File: src/rtl/seq_datapath_pkg.sv
// Shared definitions for the sequential datapath: opcodes, FSM states, flag bit positions.
package seq_datapath_pkg;

  // Instruction opcodes
  typedef enum logic [2:0] {
    OP_MV  = 3'd0,
    OP_MVI = 3'd1,
    OP_ADD = 3'd2,
    OP_SUB = 3'd3,
    OP_AND = 3'd4,
    OP_OR  = 3'd5,
    OP_XOR = 3'd6,
    OP_CMP = 3'd7
  } op_e;

  // Control FSM states
  typedef enum logic [2:0] {
    ST_IDLE = 3'd0,
    ST_T1   = 3'd1,
    ST_T2   = 3'd2,
    ST_T3   = 3'd3,
    ST_DONE = 3'd4
  } state_e;

  // Bit positions inside the {N,Z,C,V} flag vector
  localparam int FLAG_N = 3;
  localparam int FLAG_Z = 2;
  localparam int FLAG_C = 1;
  localparam int FLAG_V = 0;

  // Moves complete in T1 and never touch the ALU or the flags
  function automatic logic is_move(input op_e op);
    return (op == OP_MV) || (op == OP_MVI);
  endfunction

endpackage

File: src/rtl/seq_alu.sv
// Combinational ALU: add/sub/logic with {N,Z,C,V} flag generation.
module seq_alu
  import seq_datapath_pkg::*;
#(
  parameter int DATA_W = 16
) (
  input  logic [DATA_W-1:0] a,
  input  logic [DATA_W-1:0] b,
  input  op_e               op,
  output logic [DATA_W-1:0] result,
  output logic [3:0]        flags
);

  localparam int MSB = DATA_W - 1;

  logic [DATA_W:0] sum;
  logic            carry;
  logic            ovf;

  // Compute the result plus carry/overflow; SUB/CMP add the two's complement so carry means "no borrow"
  always_comb begin
    sum    = '0;
    result = '0;
    carry  = 1'b0;
    ovf    = 1'b0;
    case (op)
      OP_ADD: begin
        sum    = {1'b0, a} + {1'b0, b};
        result = sum[MSB:0];
        carry  = sum[DATA_W];
        ovf    = (a[MSB] == b[MSB]) && (result[MSB] != a[MSB]);
      end
      OP_SUB, OP_CMP: begin
        sum    = {1'b0, a} + {1'b0, ~b} + {{DATA_W{1'b0}}, 1'b1};
        result = sum[MSB:0];
        carry  = sum[DATA_W];
        ovf    = (a[MSB] != b[MSB]) && (result[MSB] != a[MSB]);
      end
      OP_AND:  result = a & b;
      OP_OR:   result = a | b;
      OP_XOR:  result = a ^ b;
      default: result = b;
    endcase
    flags         = 4'b0000;
    flags[FLAG_N] = result[MSB];
    flags[FLAG_Z] = (result == '0);
    flags[FLAG_C] = carry;
    flags[FLAG_V] = ovf;
  end

endmodule

File: src/rtl/seq_datapath.sv
// Multi-cycle register-machine datapath: IR latch, A/G staging registers, register file and ALU.
module seq_datapath
  import seq_datapath_pkg::*;
#(
  parameter  int DATA_W    = 16,
  parameter  int NUM_REGS  = 8,
  localparam int REG_SEL_W = $clog2(NUM_REGS)
) (
  input  logic                 clk,
  input  logic                 rst,
  input  logic                 in_valid,
  output logic                 in_ready,
  input  logic [2:0]           in_op,
  input  logic [REG_SEL_W-1:0] in_rx,
  input  logic [REG_SEL_W-1:0] in_ry,
  input  logic [DATA_W-1:0]    in_imm,
  output logic                 done,
  output logic                 busy,
  output logic [3:0]           flags,
  input  logic [REG_SEL_W-1:0] rd_sel,
  output logic [DATA_W-1:0]    rd_data
);

  state_e               state_q, state_d;
  op_e                  ir_op_q, ir_op_d;
  logic [REG_SEL_W-1:0] ir_rx_q, ir_rx_d;
  logic [REG_SEL_W-1:0] ir_ry_q, ir_ry_d;
  logic [DATA_W-1:0]    ir_imm_q, ir_imm_d;
  logic [DATA_W-1:0]    a_q, a_d;
  logic [DATA_W-1:0]    g_q, g_d;
  logic [3:0]           flags_q, flags_d;

  logic [DATA_W-1:0]    regs_q [NUM_REGS];
  logic [DATA_W-1:0]    regs_d [NUM_REGS];

  logic                 wr_en;
  logic [DATA_W-1:0]    wr_data;
  logic [DATA_W-1:0]    alu_result;
  logic [3:0]           alu_flags;

  // Second operand always comes from the IR's ry register; A was captured from rx in T1
  seq_alu #(.DATA_W(DATA_W)) u_alu (
    .a      (a_q),
    .b      (regs_q[ir_ry_q]),
    .op     (ir_op_q),
    .result (alu_result),
    .flags  (alu_flags)
  );

  // Next-state and datapath control; every register holds unless its state acts on it
  always_comb begin
    state_d  = state_q;
    ir_op_d  = ir_op_q;
    ir_rx_d  = ir_rx_q;
    ir_ry_d  = ir_ry_q;
    ir_imm_d = ir_imm_q;
    a_d      = a_q;
    g_d      = g_q;
    flags_d  = flags_q;
    wr_en    = 1'b0;
    wr_data  = g_q;
    case (state_q)
      ST_IDLE: begin
        if (in_valid) begin
          ir_op_d  = op_e'(in_op);
          ir_rx_d  = in_rx;
          ir_ry_d  = in_ry;
          ir_imm_d = in_imm;
          state_d  = ST_T1;
        end
      end
      ST_T1: begin
        if (is_move(ir_op_q)) begin
          wr_en   = 1'b1;
          wr_data = (ir_op_q == OP_MVI) ? ir_imm_q : regs_q[ir_ry_q];
          state_d = ST_DONE;
        end else begin
          a_d     = regs_q[ir_rx_q];
          state_d = ST_T2;
        end
      end
      ST_T2: begin
        g_d     = alu_result;
        flags_d = alu_flags;
        state_d = (ir_op_q == OP_CMP) ? ST_DONE : ST_T3;
      end
      ST_T3: begin
        wr_en   = 1'b1;
        wr_data = g_q;
        state_d = ST_DONE;
      end
      ST_DONE: state_d = ST_IDLE;
      default: state_d = ST_IDLE;
    endcase
  end

  // Register-file next value: single write port driven from T1 (moves) or T3 (ALU writeback)
  always_comb begin
    regs_d = regs_q;
    if (wr_en) begin
      regs_d[ir_rx_q] = wr_data;
    end
  end

  // Control and staging registers; reset aborts any instruction in flight
  always_ff @(posedge clk) begin
    if (rst) begin
      state_q  <= ST_IDLE;
      ir_op_q  <= OP_MV;
      ir_rx_q  <= '0;
      ir_ry_q  <= '0;
      ir_imm_q <= '0;
      a_q      <= '0;
      g_q      <= '0;
      flags_q  <= '0;
    end else begin
      state_q  <= state_d;
      ir_op_q  <= ir_op_d;
      ir_rx_q  <= ir_rx_d;
      ir_ry_q  <= ir_ry_d;
      ir_imm_q <= ir_imm_d;
      a_q      <= a_d;
      g_q      <= g_d;
      flags_q  <= flags_d;
    end
  end

  // Register file storage, cleared on reset
  always_ff @(posedge clk) begin
    if (rst) begin
      for (int i = 0; i < NUM_REGS; i++) begin
        regs_q[i] <= '0;
      end
    end else begin
      regs_q <= regs_d;
    end
  end

  assign in_ready = (state_q == ST_IDLE);
  assign busy     = (state_q != ST_IDLE);
  assign done     = (state_q == ST_DONE);
  assign flags    = flags_q;
  assign rd_data  = regs_q[rd_sel];

endmodule

File: config.mk
export PLATFORM = sky130hd
export DESIGN_NAME = seq_datapath
export DESIGN_NICKNAME = d
export VERILOG_FILES = /design/src/rtl/seq_datapath_pkg.sv /design/src/rtl/seq_alu.sv /design/src/rtl/seq_datapath.sv
export SDC_FILE = /design/constraint.sdc
export NUM_CORES = 1
export LEC_CHECK = 0
export CORE_AREA = 2 2 215 238
export DETAILED_ROUTE_END_ITERATION = 10
export DIE_AREA = 0 0 217 240
export PLACE_DENSITY = 0.46
export SLEW_MARGIN = 25
export SYNTH_ARGS = -nofsm -noshare
export SYNTH_HDL_FRONTEND = slang
export SYNTH_SLANG_ARGS = --single-unit
File: constraint.sdc
create_clock -name clk -period 7.46 [get_ports clk]
set_clock_uncertainty 0.1 [all_clocks]
set_input_delay 0.746 -clock clk [delete_from_list [all_inputs] [get_ports clk]]
set_output_delay 0.746 -clock clk [all_outputs]
set_load 0.02 [all_outputs]
=== Yosys cells after proc, flatten, opt, wreduce, memory -nomap -nowiden ===
Index checks and enable logic that the tools add are counted.

* Equal/unequal tests: 16
* Order comparisons: 4
* Reduce and logical (&&, ||, !) cells: 11
* Mux-type cells: 24
* Bitwise gates (word level): 8
* $add $sub $neg: 3

{| class="wikitable"
|+ Operators by type and width
! kind !! number
|-
| 16-bit two-way mux || 10
|-
| 16-bit binary-select mux with 3-bit select || 3
|-
| 128-bit bitwise mux || 1
|-
| 16-bit case mux with 5 select lines || 1
|-
| 16-bit demux with 3-bit select || 1
|-
| 16-bit by 16-bit adder with 17-bit output || 2
|-
| 17-bit by 1-bit adder with 17-bit output (second input constant) || 1
|-
| 16-bit bitwise AND || 1
|-
| 16-bit logical NOT || 1
|-
| 16-bit inverter || 1
|-
| 16-bit OR || 1
|-
| 16-bit XOR || 1
|-
| 3-bit equality test (second input constant) || 5
|-
| 3-bit by 2-bit equality test with 1-bit output (second input constant) || 4
|-
| 4-bit >= comparator (second input constant) || 3
|-
| 3-bit inverter with 4-bit output || 3
|-
| 3-bit case mux with 4 select lines || 1
|-
| 3-bit two-way mux || 3
|-
| 3-bit by 1-bit equality test with 1-bit output (second input constant) || 2
|-
| 3-bit logical NOT || 2
|-
| 1-bit case mux with 2 select lines || 3
|-
| 4-bit by 1-bit < comparator with 1-bit output (second input constant) || 1
|-
| 2-bit AND reduction || 2
|-
| 1-bit logical AND || 3
|-
| 8 further kinds || 10
|}

* Output and inout port bits: 23
* Input bits: 31
* Bits in registers: 192

=== Longest topological paths before layout ===
* Word-level depth: 10
* Depth in mapped cells: 19
* Depth with buffers taken out: 16

=== Modules after synthesis ===
Synthesis repeated with hierarchy kept, for this count alone.

* Cells, all modules: 1556
* Area total of the unflattened synthesis: 13701.9 µm²

{| class="wikitable"
|+ By module, submodules not included
! module !! sequential area each (µm²) !! instances !! cells each !! area each (µm²)
|-
| seq_datapath || 3843.7 || 1 || 1119 || 10807.9
|-
| seq_alu || 0.0 || 1 || 437 || 2894.0
|}

=== Least setup slack after synthesis ===
Ideal clock, no wire load.

* Path type: register to register
* Start: register ir_ry_q[0]
* End: register flags_q[2], in the netlist flags[2]
* Slack: 3.294 ns
* Data required time: 7.291 ns
* Arrival time: 3.997 ns
* Clock period less this slack: 4.166 ns
* Stages on the path, launching flop included: 17
* Cells stage by stage: dfxtp_1 -> buf_4 -> buf_2 -> buf_2 -> mux4_2 -> mux2i_4 -> ha_1 -> clkbuf_1 -> or4_1 -> a311oi_1 -> o32ai_1 -> xnor2_1 -> a21oi_2 -> and4_1 -> nand4_1 -> or4b_1 -> o21ai_1

* Word-level cells in the longest chain between the ends: 9
* Elaborated cells between the ends (all ways): 13

{| class="wikitable"
|+ RTL lines
! element !! line !! source
|-
| from (decl) || seq_datapath.sv:27 || <nowiki>logic [REG_SEL_W-1:0] ir_ry_q, ir_ry_d;</nowiki>
|-
| from (signal assigned) || seq_datapath.sv:120 || <nowiki>ir_ry_q <= ir_ry_d;</nowiki>
|-
| 3-bit inverter with 4-bit output (not written as such) * || seq_datapath.sv:44 || <nowiki>.b (regs_q[ir_ry_q]),</nowiki>
|-
| 16-bit binary-select mux with 3-bit select * || seq_datapath.sv:44 ||
|-
| 16-bit two-way mux (not written as such) * (2 in a row) || seq_datapath.sv:44 ||
|-
| 16-bit inverter || seq_alu.sv:34 || <nowiki>sum = {1'b0, a} + {1'b0, ~b} + {{DATA_W{1'b0}}, 1'b1};</nowiki>
|-
| 16-bit by 16-bit adder with 17-bit output || seq_alu.sv:34 ||
|-
| 17-bit by 1-bit adder with 17-bit output || seq_alu.sv:34 ||
|-
| 16-bit case mux with 5 select lines * || seq_alu.sv:26 || <nowiki>case (op)</nowiki>
|-
| 16-bit logical NOT * || seq_alu.sv:46 || <nowiki>flags[FLAG_Z] = (result == '0);</nowiki>
|-
| to (signal assigned) || seq_datapath.sv:124 || <nowiki>flags_q <= flags_d;</nowiki>
|-
| to (decl) || seq_datapath.sv:31 || <nowiki>logic [3:0] flags_q, flags_d;</nowiki>
|}

Every way passes the cells marked *; elsewhere a longest branch is shown, timed or not. The select of a mux whose other input is x is not followed.
A chain may end at the register's enable or synchronous reset.

=== Final worst setup path ===
Same ends and word-level chain as after synthesis.

==> metrics.yaml <==
critical_path:
  r2r-end: "flags[2]"
  reg2reg_slack_ns: 2.15
  crit_path_start: "ir_ry_q[0]"
  required_ns: 7.75
  crit_path_end_kind: "flip-flop"
  setup.worst_path.class: "flip-flop to flip-flop"
  reg2regPathDepth: 16
  start_kind: "flip-flop"
  cp_max_fo: 18
  reg2reg_from: "ir_ry_q[0]"
  cp.arrival_ns: 5.61
sta:
  fmax_ghz: 0.1882
  post-route-period-util: 0.7125
  whs_ns: 0.3579
  tns_ns: 0
  setup_violations: 0
  relSlewSlack: 0.3547
  finalHoldViolCount: 0
  worst_slew_pin_slew_ns: 0.9627
  fin_crit_ns: 5.315
  rsz0062_at_grt: "false"
  drv_slew: 0
power_and_ir_drop:
  combPwrFrac: 0.245
  p_total_mw: 2.788
  p_sw_uw: 918.4
  irDropWorstVdd_mv: 0.1796
  p_int_mw: 1.870
  netSwitchingFraction: 0.3294
  pwr-share-seq: 0.394
  p_clk_frac: 0.361
  power_density_nw_per_um2: 199.1
  p_leak_nw: 4.577
cts:
  insertion_delay_ns: 0.45
  cts_buffers: 17
  ctsHtreeMaxLevel: 4
  clockBufferDepth: 2
  clk_pin_slew_ns: 0.08
  cts-root-buf: "clkbuf_16"
  ctsHoldBuffers: 0
  cts_tree: "built"
  cts_setup_buffers: 0
  cts_sinks: 191
  cts_resized: 0
synthesis:
  netlist_instances: 1371
  async_flop_share: 0
  yosys_warnings: 0
  ys_seq_area_frac: 0.3110
  synthDistinctLibCells: 73
  synth_flop_cell: "dfxtp_1"
  synth-seq-cells: 191
  synth_edf_count: 0
  synth.avg_cell_area_sq_um: 8.967
  syn_nets: 1456
  netlist_area_sq_um: 12290
die:
  rows: 86
  dieArea_sq_um: 52080
  die_w_um: 217
  fp.dieH_um: 240
  start_util: 0.2473
  core_sq_um: 49710
  ioPinCount: 54
placed_design:
  io_buffers: 53
  placed_cells: 1999
  dp_hpwl_um: 27400
  gp_congestion: 0.8977
outcome:
  outcome: "finished clean"
route:
  drc_errors: 0
  wirelength_um: 39350
  postRouteAntennaNets: 0
  initialDrtViolationCount: 777
  viasPerCell: 5.111
  first_pass_iters: 7
  vias: 10381
  wl_per_cell_um: 19.37
cells_and_area:
  antenna_cells: 0
  seq_area_sq_um: 3829
  finalNonFillerCells: 2031
  multi_input_area_sq_um: 7800
  layout-drive-gt1-share: 0.1503
  areaGrowthSynthToFinish_pct: 13.93
  fillers: 5298
  finalNetCount: 1443
global_routing:
  grt_pass1_wl_um: 61320
  grt_max_degree: 77
  grt_overflow_total: 0
  first_global_vias: 10169
  grt_use_total: 0.1530
  antenna_found_initial: 0
min_path:
  holdPathEnd: "ir_imm_q[11]"
  hold_path_class: "flip-flop to flip-flop"
  hold_start: "ir_imm_q[11]"
  hold_depth: 2
run:
  maxCapViolCount: 0
Yosys cell counts, drive strengths merged (28+ instances only):
cell    number  share of area
o21ai       34          0.014
a211oi     134          0.082
ha          52          0.053
buf         28          0.016
nand2      115          0.035
nor2       255          0.078
mux4        93           0.17
clkbuf      86          0.026
mux2i       44          0.042
dfxtp      191           0.31
inv         49          0.015
a21oi      124          0.051
stage by stage:
step | utilization | cell area [sq um] | setup WS, ns
after global placement | 0.2690 | 13370 | 2.299
after CTS | 0.2818 | 14010 | 2.213
final | 0.2818 | 14010 | 2.145
after detailed placement | 0.2691 | 13380 | 2.268
after floorplan | - | 12290 | 3.294
after global routing | 0.2818 | 14010 | 1.873
cell families (layout without fill, tap and decap cells):
kind of cell,count (synthesis),count (layout),synth area share
adders and majority gates,54,54,0.05618
DFF,191,191,0.3110
xor gates and xnor gates,7,7,0.004987
buffers and inverters,163,163,0.05689
and+or+nand+nor,439,439,0.1474
muxes,155,155,0.2306
AOI/OAI and AO/OA,362,362,0.1930
area by class of cell:
type                            instances  share of cell area
Clock buffer                           19             0.03234
Clock inverter                         13             0.01259
Inverter                               49             0.01313
Multi-Input combinational cell       1017              0.5569
Sequential cell                       191              0.2733
Tap cell                              660             0.05895
Timing Repair Buffer                   82             0.05279
sequential cells by signal, indices dropped and copies added, names as in the netlist:
register	flops
flags	3
ir_op_q	3
g_q	16
ir_imm_q	16
ir_rx_q	3
ir_ry_q	3
regs_q	128
a_q	16
state_q	3
worst max-delay path: stages (launching register included):
cell and delay, ns:
dfxtp_2 0.74, buf_4 0.37, mux4_1 0.65, mux2i_4 0.21, inv_1 0.10, ha_1 0.22, fa_1 0.41, o21ba_2 0.25
nand2b_1 0.14, a21oi_1 0.35, o41ai_1 0.17, o31ai_1 0.39, o21ai_1 0.13, a2bb2oi_1 0.17, o21ai_0 0.15, or4b_1 0.55
o21ai_1 0.12
worst max path at each step:
stage          endpoint  slack (ns)  cells past startpoint
6_report       flags[2]        2.15                     16
5_1_grt        flags[2]        1.87                     16
4_1_cts        flags[2]        2.21                     16
3_5_place_dp   flags[2]        2.27                     16
3_3_place_gp   flags[2]        2.30                     16
2_1_floorplan  flags[2]        3.29                     16
placed cells by master, fill, tap and decap left out, drive strengths merged, types with 4 or more instances in the layout:
| master | netlist | layout |
|---|---|---|
| nor2 | 255 | 255 |
| dfxtp | 191 | 191 |
| a211oi | 134 | 134 |
| a21oi | 124 | 124 |
| nand2 | 115 | 115 |
| mux4 | 93 | 93 |
| inv | 49 | 54 |
| ha | 52 | 52 |
| clkdlybuf4s50 | 0 | 50 |
| mux2i | 44 | 44 |
| o21ai | 34 | 34 |
| buf | 28 | 32 |
| clkbuf | 86 | 19 |
| mux2 | 18 | 18 |
| nand3 | 15 | 15 |
| nor3 | 14 | 14 |
| nand2b | 9 | 9 |
| o31ai | 8 | 8 |
| nor2b | 7 | 7 |
| o211ai | 7 | 7 |
| a22oi | 6 | 6 |
| or3 | 5 | 5 |
| o2111ai | 4 | 4 |
| a31oi | 4 | 4 |
| xnor2 | 4 | 4 |
| clkinvlp | 0 | 4 |
| and2 | 4 | 4 |
routing by layer:
layer  routed length (um)  share of wire  track usage
met2                19660           0.50       0.2642
met5                    0              0            0
met4                  885          0.022      0.05355
met3                 1254          0.032      0.01670
met1                17550           0.45       0.1976
power groups by stage:
stage	combinational, mW	sequential, mW	clock [mW]
finish	0.683	1.10	1.01
global route	0.746	1.11	1.07
CTS	0.682	1.10	1.03
detailed placement	0.679	1.12	0
global placement	0.678	1.12	0
floorplan	0.503	1.10	0
Power figures use the tool's default switching activity.
